<file path="config.mk">
export PLATFORM = sky130hd
export DESIGN_NAME = perm_inverter
export DESIGN_NICKNAME = d
export VERILOG_FILES = /design/src/rtl/perm_inverter.sv
export SDC_FILE = /design/constraint.sdc
export NUM_CORES = 1
export LEC_CHECK = 0
export BUFFER_PORTS_ARGS = -buffer_cell sky130_fd_sc_hd__buf_2
export CORE_MARGIN = 2
export CORE_UTILIZATION = 52
export DETAILED_ROUTE_END_ITERATION = 8
export GPL_ROUTABILITY_DRIVEN = 1
export GPL_TIMING_DRIVEN = 0
export HOLD_SLACK_MARGIN = 0.08
export PLACE_DENSITY = 0.76
export REMOVE_ABC_BUFFERS = 1
export SETUP_SLACK_MARGIN = 0.15
export SYNTH_ARGS = -nofsm -noshare
export SYNTH_HDL_FRONTEND = slang
export SYNTH_SLANG_ARGS = --single-unit
</file>
<file path="constraint.sdc">
create_clock -name clk -period 4.1 [get_ports clk]
set_input_delay 0.41 -clock clk [delete_from_list [all_inputs] [get_ports clk]]
set_output_delay 0.41 -clock clk [all_outputs]
set_load 0.02 [all_outputs]
</file>
<file path="src/rtl/perm_inverter.sv">
// Serial inverse of a packed permutation word, with a duplicate-value check.
// It takes one word, scans one element per clock for N_ELEM clocks, then holds the result until the consumer takes it.
module perm_inverter #(
   parameter int unsigned ELEM_W = 4,
   parameter int unsigned N_ELEM = 16
) (
   input  logic                       clk,
   input  logic                       rst,
   input  logic                       in_valid,
   output logic                       in_ready,
   input  logic [N_ELEM*ELEM_W-1:0]   in_perm,
   output logic                       out_valid,
   input  logic                       out_ready,
   output logic [N_ELEM*ELEM_W-1:0]   out_inv,
   output logic                       out_ok,
   output logic [ELEM_W-1:0]          out_dup_idx
);

   localparam int unsigned WORD_W = N_ELEM * ELEM_W;

   typedef enum logic [1:0] {
      IDLE = 2'd0,
      SCAN = 2'd1,
      DONE = 2'd2
   } state_t;

   state_t              r_state;
   state_t              w_state_nxt;

   logic [WORD_W-1:0]   r_word;
   logic [WORD_W-1:0]   r_inv;
   logic [N_ELEM-1:0]   r_seen;
   logic [ELEM_W-1:0]   r_idx;
   logic [ELEM_W-1:0]   r_dup_idx;
   logic                r_dup;
   logic                r_ok;
   logic                r_in_ready;
   logic                r_out_valid;

   logic                w_accept;
   logic                w_last;
   logic [ELEM_W-1:0]   w_v;
   logic                w_hit;

   // Current element value and whether it has already been seen
   assign w_v      = r_word[r_idx*ELEM_W +: ELEM_W];
   assign w_hit    = r_seen[w_v];
   assign w_last   = (r_idx == ELEM_W'(N_ELEM - 1));
   assign w_accept = (r_state == IDLE) && in_valid;

   // Next-state logic
   always_comb begin
      w_state_nxt = r_state;
      case (r_state)
         IDLE:    if (in_valid)  w_state_nxt = SCAN;
         SCAN:    if (w_last)    w_state_nxt = DONE;
         DONE:    if (out_ready) w_state_nxt = IDLE;
         default:                w_state_nxt = IDLE;
      endcase
   end

   // State register and handshake flags; the flags are decoded from the next state so they stay registered
   always_ff @(posedge clk) begin
      if (rst) begin
         r_state     <= IDLE;
         r_in_ready  <= 1'b1;
         r_out_valid <= 1'b0;
      end else begin
         r_state     <= w_state_nxt;
         r_in_ready  <= (w_state_nxt == IDLE);
         r_out_valid <= (w_state_nxt == DONE);
      end
   end

   // Datapath: latch the word, then scan it one element per clock
   always_ff @(posedge clk) begin
      if (rst) begin
         r_word    <= '0;
         r_inv     <= '0;
         r_seen    <= '0;
         r_idx     <= '0;
         r_dup_idx <= '0;
         r_dup     <= 1'b0;
         r_ok      <= 1'b0;
      end else begin
         case (r_state)
            IDLE: begin
               if (w_accept) begin
                  r_word    <= in_perm;
                  r_inv     <= '0;
                  r_seen    <= '0;
                  r_idx     <= '0;
                  r_dup_idx <= '0;
                  r_dup     <= 1'b0;
                  r_ok      <= 1'b0;
               end
            end
            SCAN: begin
               // Last writer wins when a value repeats
               r_inv[w_v*ELEM_W +: ELEM_W] <= r_idx;
               r_seen[w_v]                 <= 1'b1;
               if (w_hit && !r_dup) begin
                  r_dup     <= 1'b1;
                  r_dup_idx <= r_idx;
               end
               // The final element's duplicate status has to count toward out_ok
               if (w_last) begin
                  r_ok <= ~(r_dup | w_hit);
               end else begin
                  r_idx <= r_idx + ELEM_W'(1);
               end
            end
            default: begin
            end
         endcase
      end
   end

   assign in_ready    = r_in_ready;
   assign out_valid   = r_out_valid;
   assign out_inv     = r_inv;
   assign out_ok      = r_ok;
   assign out_dup_idx = r_dup_idx;

endmodule

</file>
* Word level (Yosys, flattened, before mapping)
Index checks and enable logic that the tools add are counted.
Word-level totals: word-level logic and storage cells 63, register bits after elaboration 158, input port bits 68, output and inout bits 71
Cells by class: eq/ne operators 8, bitwise logic cells 3, shift operators 3, add/subtract/negate cells 2, muxes and demuxes 23, reduce and logical (&&, ||, !) cells 12, $lt $le $gt $ge 2
Operator list (number):
- $pmux W64 S2 | 1
- $bwmux W64 | 1
- $mux W64 | 1
- $shift A4 B34 Y64 const A | 1
- $shiftx A4 B34 Y64 | 1
- $shiftx A64 B7 Y4 | 1
- $neg A6 Y34 | 1
- $pmux W16 S2 | 1
- $mux W16 | 1
- $or A16 B16 Y16 | 1
- $pmux W4 S2 | 2
- $mux W4 | 3
- $reduce_and A3 Y1 | 3
- $ne A2 B2 Y1 const B | 4
- $mux W2 | 3
- $pmux W2 S3 | 1
- $lt A4 B5 Y1 const B | 1
- $mux W1 | 5
- $add A4 B1 Y4 const B | 1
- $bmux W1 S4 | 1
- $demux W1 S4 | 1
- $eq A2 B2 Y1 const B | 2
- $eq A4 B4 Y1 const B | 1
- $ge A4 B1 Y1 const B | 1
- 9 further kinds | 14

* Logic depth before layout (Yosys ltp)
Gate-level depths: netlist of run 1.
word-level depth 7, depth in mapped cells 16, gate-level depth less buffers 11

* Worst setup path after synthesis of run 1
OpenSTA, ideal clock, no wires.
path kind flip-flop to flip-flop, start point reg r_idx[1], end point reg r_inv[2] (netlist: out_inv[2]), buffers on the path 4, setup slack 416 ps, cell stages (with the launch flop) 16, arrival 3614 ps, clock period less this slack 3684 ps, data required time 4030 ps, library setup time 70 ps, path through dfxtp_1 buf_2 buf_6 mux4_2 o22ai_1 a21o_1 inv_1 buf_2 nor2_1 ha_1 nor2_1 nand4_1 or4_1 clkbuf_1 or2_2 a21oi_1
On the way: longest elaborated chain between the ends 5, elaborated cells on any way between the ends 6, classes of those cells add/sub: 1; shift: 3; mux: 2
Ends and longest elaborated chain:
- start, declared | RTL line 33 | logic [ELEM_W-1:0] r_idx;
- start signal, assigned | RTL line 110 | r_idx <= r_idx + ELEM_W'(1);
- $shiftx A64 B7 Y4 | RTL line 46 | assign w_v = r_word[r_idx*ELEM_W +: ELEM_W];
- $neg A6 Y34 | RTL line 100 | r_inv[w_v*ELEM_W +: ELEM_W] <= r_idx;
- $shiftx A4 B34 Y64 / $shift A4 B34 Y64 (equally long branches) | RTL line 100
- $bwmux W64 * | RTL line 100
- $pmux W64 S2 * | RTL line 86 | case (r_state)
- end signal, assigned by index | RTL line 100
- end, declared | RTL line 31 | logic [WORD_W-1:0] r_inv;
Mark *: on every way between the ends. The rest lies on a longest branch, timed or not. A chain may end at the register's enable or synchronous reset.

* Worst setup path in the final report of run 1
start point reg r_idx[1], end point reg r_inv[19] (netlist: out_inv[19])
The elaborated chain is that of the path after synthesis.

==> results of run 1 <==
-- power breakdown --
| part | internal, uW | switching, uW |
|---|---|---|
| Clock | 969 | 616 |
| Combinational | 125 | 223 |
| Sequential | 1580 | 30.5 |
| Total | 2670 | 869 |
-- cells by family (layout without fill, tap and decap cells) --
group / count (synthesis) / after routing / synth area share
buffers and inverters: 68 / 184 / 0.0402
multiplexers: 57 / 57 / 0.111
XOR/XNOR: 2 / 2 / 0.00250
adder cells (fa/ha/maj): 9 / 9 / 0.0161
flip-flops: 158 / 158 / 0.452
AO/OA/AOI/OAI: 160 / 160 / 0.143
AND/OR/NAND/NOR: 365 / 365 / 0.235
-- how the worst max path moves through the flow --
stage | cells past startpoint | to
after floorplan | 4 | out_inv[19]
after global placement | 5 | out_inv[19]
after detailed placement | 11 | out_inv[1]
after CTS | 11 | out_inv[1]
after global routing | 11 | out_inv[36]
final | 11 | out_inv[19]
-- critical path, stage by stage (launching register included) --
cell      delay, ns
dfxtp_4        0.58
mux4_1         0.61
mux2_2         0.30
nand2_2        0.11
and2_4         0.23
ha_1           0.36
inv_1          0.13
nand3_1        0.14
and2_1         0.32
and3_1         0.23
o211ai_1       0.25
a32o_1         0.34
-- stage by stage --
| stage | setup slack, ns | cells |
|---|---|---|
| 2_1_floorplan | 0.270 | 760 |
| 3_3_place_gp | -1.24 | 1074 |
| 3_5_place_dp | -0.759 | 1077 |
| 4_1_cts | 0.253 | 1109 |
| 5_1_grt | 0.122 | 1111 |
| 6_report | 0.377 | 1111 |
-- Yosys cell counts, types with 2 or more instances --
cell type / number
and3_1: 7
nor3_1: 7
mux4_1: 3
mux2i_1: 21
o21ai_0: 13
inv_1: 8
o211a_1: 2
a31o_2: 2
o221ai_1: 2
o2111ai_1: 3
o211ai_1: 2
buf_6: 2
a21oi_1: 93
a211o_1: 2
nand4_1: 14
a22oi_1: 3
mux4_2: 10
nor2_1: 58
a32oi_1: 17
nand3b_1: 5
mux2_2: 23
nor3b_1: 4
nand2b_1: 8
clkbuf_1: 45
nand2_1: 177
dfxtp_1: 158
nor2b_1: 7
ha_1: 9
and2_1: 2
nand2_2: 2
buf_1: 7
o2bb2ai_1: 8
or2_2: 25
a31oi_1: 3
nand3_1: 46
buf_2: 4
-- repair_timing --
action | in CTS | in global routing
gates resized for setup | 8 | 3
setup endpoints to repair | 64 | 16
pin swaps | 0 | 1
buffers inserted | 1 | 2
-- per-layer routing --
metal	share of wire	global-route usage
met1	0.45	0.310
met2	0.48	0.385
met3	0.055	0.0456
met4	0.017	0.0816
met5	0	0
-- layout make-up --
type                    count  area, um^2  share of cell area
multi-input cells         593        3580               0.426
flip-flops and latches    158        3170               0.378
repair buffers            144         798              0.0950
clock buffers              21         450              0.0536
well taps                 176         220              0.0262
clock inverters            10         140              0.0167
inverters                   9        40.0             0.00476
-- state kept, by name (all words and copies together), names as in the netlist --
name and flops:
out_valid 1, out_dup_idx 4, r_seen 16, out_ok 1, r_dup 1, r_idx 4, out_inv 64, r_state 2
in_ready 1, r_word 64
==> flow_metrics.env, run 1 <==
export IMPL_status="completed"
export IMPL_r2r_end="out_inv[19]"
export IMPL_synthFlopType="dfxtp_1"
export IMPL_max_slew_margin=0.384
export IMPL_fmax_mhz=269
export IMPL_initial_utilization=0.530
export IMPL_clock_skew_ns=0.00901
export IMPL_peakVddDrop_mv=0.276
export IMPL_antenna_found_initial=0
export IMPL_worst_hold_startpoint="in_perm[47]"
export IMPL_end_kind="flop"
export IMPL_yosys_top_cells_area="dfxtp_1, nand2_1, a21oi_1, mux2_2, nand3_1"
export IMPL_synthArstFlopShare=0
export IMPL_netlist_area_um2=7000
export IMPL_grtUsageTotal=0.235
export IMPL_ff2ff_setup_slack_ns=0.38
export IMPL_path_clk_slew_ns=0.06
export IMPL_crit_type="flop to flop"
export IMPL_clock_sinks=158
export IMPL_final_common_cell="nand2_1"
export IMPL_drt_iter0_markers=401
export IMPL_setup_viol=0
export IMPL_placed_area_um2=7760
export IMPL_die_y_um=120
export IMPL_ys_types=53
export IMPL_cts_buffers=17
export IMPL_yosysTopAreaCellShare=0.452
export IMPL_cts_tree="done"
export IMPL_placement_rows=42
export IMPL_hold_depth=3
export IMPL_grt_max_degree=89
export IMPL_critPathArrivalTime_ns=4.04
export IMPL_ctsHtreeMaxLevel=4
export IMPL_portBuffers=138
export IMPL_hold_viol=0
export IMPL_fillerInstances=1127
export IMPL_finalCritPeriodShare=0.908
export IMPL_nets=1000
export IMPL_fin_setup_tns_ns=0
export IMPL_hpwlAfterDp_um=10800
export IMPL_clk_latency_ns=0.43
export IMPL_gr_total_overflow=0
export IMPL_final_util=0.637
export IMPL_die_area_um2=14400
export IMPL_holdBufCountCts=0
export IMPL_synth_enable_flop_cells=0
export IMPL_reg2reg_from="r_idx[1]"
export IMPL_firstDrtPassIters=5
export IMPL_syn2layout_area_growth_pct=20.1
export IMPL_ys_seq_area_frac=0.452
export IMPL_reg2regPathDepth=11
export IMPL_hold_path_class="input pin to flop"
export IMPL_drv_cap=0
export IMPL_place_gp_congestion=0.891
export IMPL_p_leak_uw=0.00333
export IMPL_fin_area_um2=8400
export IMPL_powerDensity_nw_per_um2=421
export IMPL_total_power_uw=3540
export IMPL_grt_pass1_wl_um=27200
export IMPL_grt_setup_unrepaired="yes"
export IMPL_tightest_slew_ns=0.919
export IMPL_hold_slack_ns=0.214
export IMPL_antenna_left=0
export IMPL_antenna_cells=0
export IMPL_synth_seq_cells=158
export IMPL_die_w_um=120
export IMPL_grt_pass1_vias=5642
export IMPL_final_max_slew_viol_count=0
export IMPL_boundaryPins=139
export IMPL_ctsRootBufferMaster="clkbuf_16"
export IMPL_drive_above_1_share=0.267
export IMPL_syn_area_per_cell_um2=8.54
export IMPL_routed_via_density=5.56
export IMPL_min_to="r_word[47]"
export IMPL_crit_fanout=23
export IMPL_cp_start_kind="flop"
export IMPL_synth_largest_area_cell="dfxtp_1"
export IMPL_detail_route_wl_per_cell_um=15.1
export IMPL_drc=0
export IMPL_final_cell_mix="nand2_1, dfxtp_1, buf_2"
export IMPL_critPathLaunch="r_idx[1]"
export IMPL_synth_cells=819
export IMPL_clockBufferDepth=2
export IMPL_finalCriticalPeriod_ns=3.72
export IMPL_worstPathRequired_ns=4.42
export IMPL_wl_um=16700
export IMPL_yosys_warnings=0
export IMPL_vias=6177
export IMPL_core_um2=13200
No activity file was read; power rests on OpenSTA's default activity.
==> run 2, diff against run 1 <==
--- a/config.mk
+++ b/config.mk
@@ -10,7 +10,6 @@
 export CORE_UTILIZATION = 52
 export DETAILED_ROUTE_END_ITERATION = 8
 export GPL_ROUTABILITY_DRIVEN = 1
-export GPL_TIMING_DRIVEN = 0
 export HOLD_SLACK_MARGIN = 0.08
 export PLACE_DENSITY = 0.76
 export REMOVE_ABC_BUFFERS = 1
==> run 2 against run 1 <==
Compared with the run above:
- worst hold slack better by 0.0015 ns
- first-iteration DRC count is 15% higher
- die area stayed put
- flip-flop and latch count stayed put
- non-clock buffer count is 14 higher
- critical path depth is 2 higher
- via count is 0.44% higher
- clock power hardly changed
- register-to-register slack hardly changed
- critical path type unchanged
==> flow_metrics.env, run 2 (synthesis gave the netlist of run 1 again) <==
export IMPL_initial_utilization=0.530
export IMPL_boundaryPins=139
export IMPL_fin_setup_tns_ns=0
export IMPL_grt_setup_unrepaired="no"
export IMPL_grt_pass1_wl_um=28600
export IMPL_hpwlAfterDp_um=11900
export IMPL_m1WireLength_um=7710
export IMPL_clock_skew_ns=0.0120
export IMPL_placement_rows=42
export IMPL_end_kind="flop"
export IMPL_clock_sinks=158
export IMPL_met3_length_um=870
export IMPL_final_common_cell="nand2_1"
export IMPL_crit_slowest_cell="or4_1"
export IMPL_top_layer="met4"
export IMPL_path_clk_slew_ns=0.06
export IMPL_fmax_mhz=269
export IMPL_antenna_cells=0
export IMPL_clockBufferDepth=2
export IMPL_peakVddDrop_mv=0.265
export IMPL_worst_path_buf_inv=3
export IMPL_finalCritPeriodShare=0.907
export IMPL_p_leak_uw=0.00339
export IMPL_die_area_um2=14400
export IMPL_max_slew_margin=0.285
export IMPL_crit_fanout=26
export IMPL_setup_viol=0
export IMPL_crit_type="flop to flop"
export IMPL_crit_chain="buf_12, mux4_2, mux2i_1, a21o_1, clkinvlp_4, nor2_1, ha_1, nor2_1, buf_4, nand4_1, or4_1, or2_2, a21oi_1"
export IMPL_register_area_um2=3160
export IMPL_die_y_um=120
export IMPL_grt_pass1_vias=6014
export IMPL_critPathArrivalTime_ns=4.07
export IMPL_wl_um=17400
export IMPL_cts_tree="done"
export IMPL_nets=1014
export IMPL_wl_met2_um=8520
export IMPL_clk_latency_ns=0.43
export IMPL_fin_area_um2=8440
export IMPL_cp_top_family="simple AND/OR/NAND/NOR gates"
export IMPL_drc=0
export IMPL_detail_route_wl_per_cell_um=15.4
export IMPL_place_gp_congestion=0.959
export IMPL_multi_input_area_um2=3570
export IMPL_tightest_slew_ns=1.07
export IMPL_drive_above_1_share=0.275
export IMPL_status="completed"
export IMPL_cp_start_kind="flop"
export IMPL_worstPathRequired_ns=4.45
export IMPL_cts_buffers=17
export IMPL_grtUsageTotal=0.246
export IMPL_hold_viol=0
export IMPL_final_max_slew_viol_count=0
export IMPL_gr_total_overflow=0
export IMPL_die_w_um=120
export IMPL_firstDrtPassIters=7
export IMPL_hold_path_class="input pin to flop"
export IMPL_portBuffers=138
export IMPL_ff2ff_setup_slack_ns=0.38
export IMPL_vias=6204
export IMPL_antenna_left=0
export IMPL_critical_path_most_common_cell="nor2_1"
export IMPL_finalCriticalPeriod_ns=3.72
export IMPL_slowest_delay_ns=0.56
export IMPL_ctsRootBufferMaster="clkbuf_16"
export IMPL_ctsHtreeMaxLevel=4
export IMPL_grt_max_degree=102
export IMPL_powerDensity_nw_per_um2=416
export IMPL_core_um2=13200
export IMPL_antenna_found_initial=0
export IMPL_fillerInstances=1165
export IMPL_routed_via_density=5.51
export IMPL_drt_iter0_markers=463
export IMPL_final_cell_mix="nand2_1, dfxtp_1, buf_2"
export IMPL_drv_cap=0
export IMPL_syn2layout_area_growth_pct=20.6
export IMPL_placed_area_um2=7800
run 2: changes by cell type in the layout (fill, tap and decap cells not counted), sizes merged:
cell | previous run | this run
buf | 144 | 158
clkinv | 4 | 8
clkinvlp | 4 | 2
bufinv | 3 | 2
run 2: layout make-up:
type	count	share of cell area
inverters	9	0.00475
clock buffers	21	0.0558
flip-flops and latches	158	0.375
repair buffers	158	0.101
clock inverters	11	0.0136
multi-input cells	593	0.423
well taps	176	0.0261
run 2: path summary, 6_finish.rpt:
check                     to         from  cells past startpoint
setup / recovery  out_inv[0]     r_idx[2]                     13
setup reg to reg  out_inv[0]     r_idx[2]                     13
hold / removal    r_word[32]  in_perm[32]                      3
hold reg to reg   r_word[55]   r_word[55]                      2
run 2: tightest hold or removal path: stages:
cell	delay, ns
buf_2	0.09
nand2_1	0.04
a21oi_1	0.05
run 2: layer usage:
metal,track usage,up-vias
met5,0,-
met4,0.0765,0
met3,0.0528,23
met2,0.415,176
met1,0.315,2915
li1,-,3090
run 2: timing repair:
| item | 4_1_cts | 5_1_grt |
|---|---|---|
| setup buffers | 0 | 5 |
| hold buffers | 0 | 0 |
| endpoints found under the setup margin | 0 | 16 |
| gates resized for setup | 0 | 3 |
run 2: where the power goes:
part	switching [uW]	internal [uW]
clock network	607	939
registers	26.5	1580
logic	231	128
total	865	2640
run 2: stage by stage:
| step | std cells | hold WS, ns | utilization | total power, uW | setup slack [ns] |
|---|---|---|---|---|---|
| finish | 1126 | 0.215 | 0.640 | 3510 | 0.382 |
| global route | 1126 | 0.208 | 0.640 | 3640 | 0.146 |
| global placement | 1089 | 0.432 | 0.592 | 1980 | 0.326 |
| detailed placement | 1089 | 0.446 | 0.592 | 1980 | 0.237 |
| floorplan | 760 | 0.425 | - | 1840 | 0.270 |
| CTS | 1121 | 0.201 | 0.636 | 3520 | 0.166 |
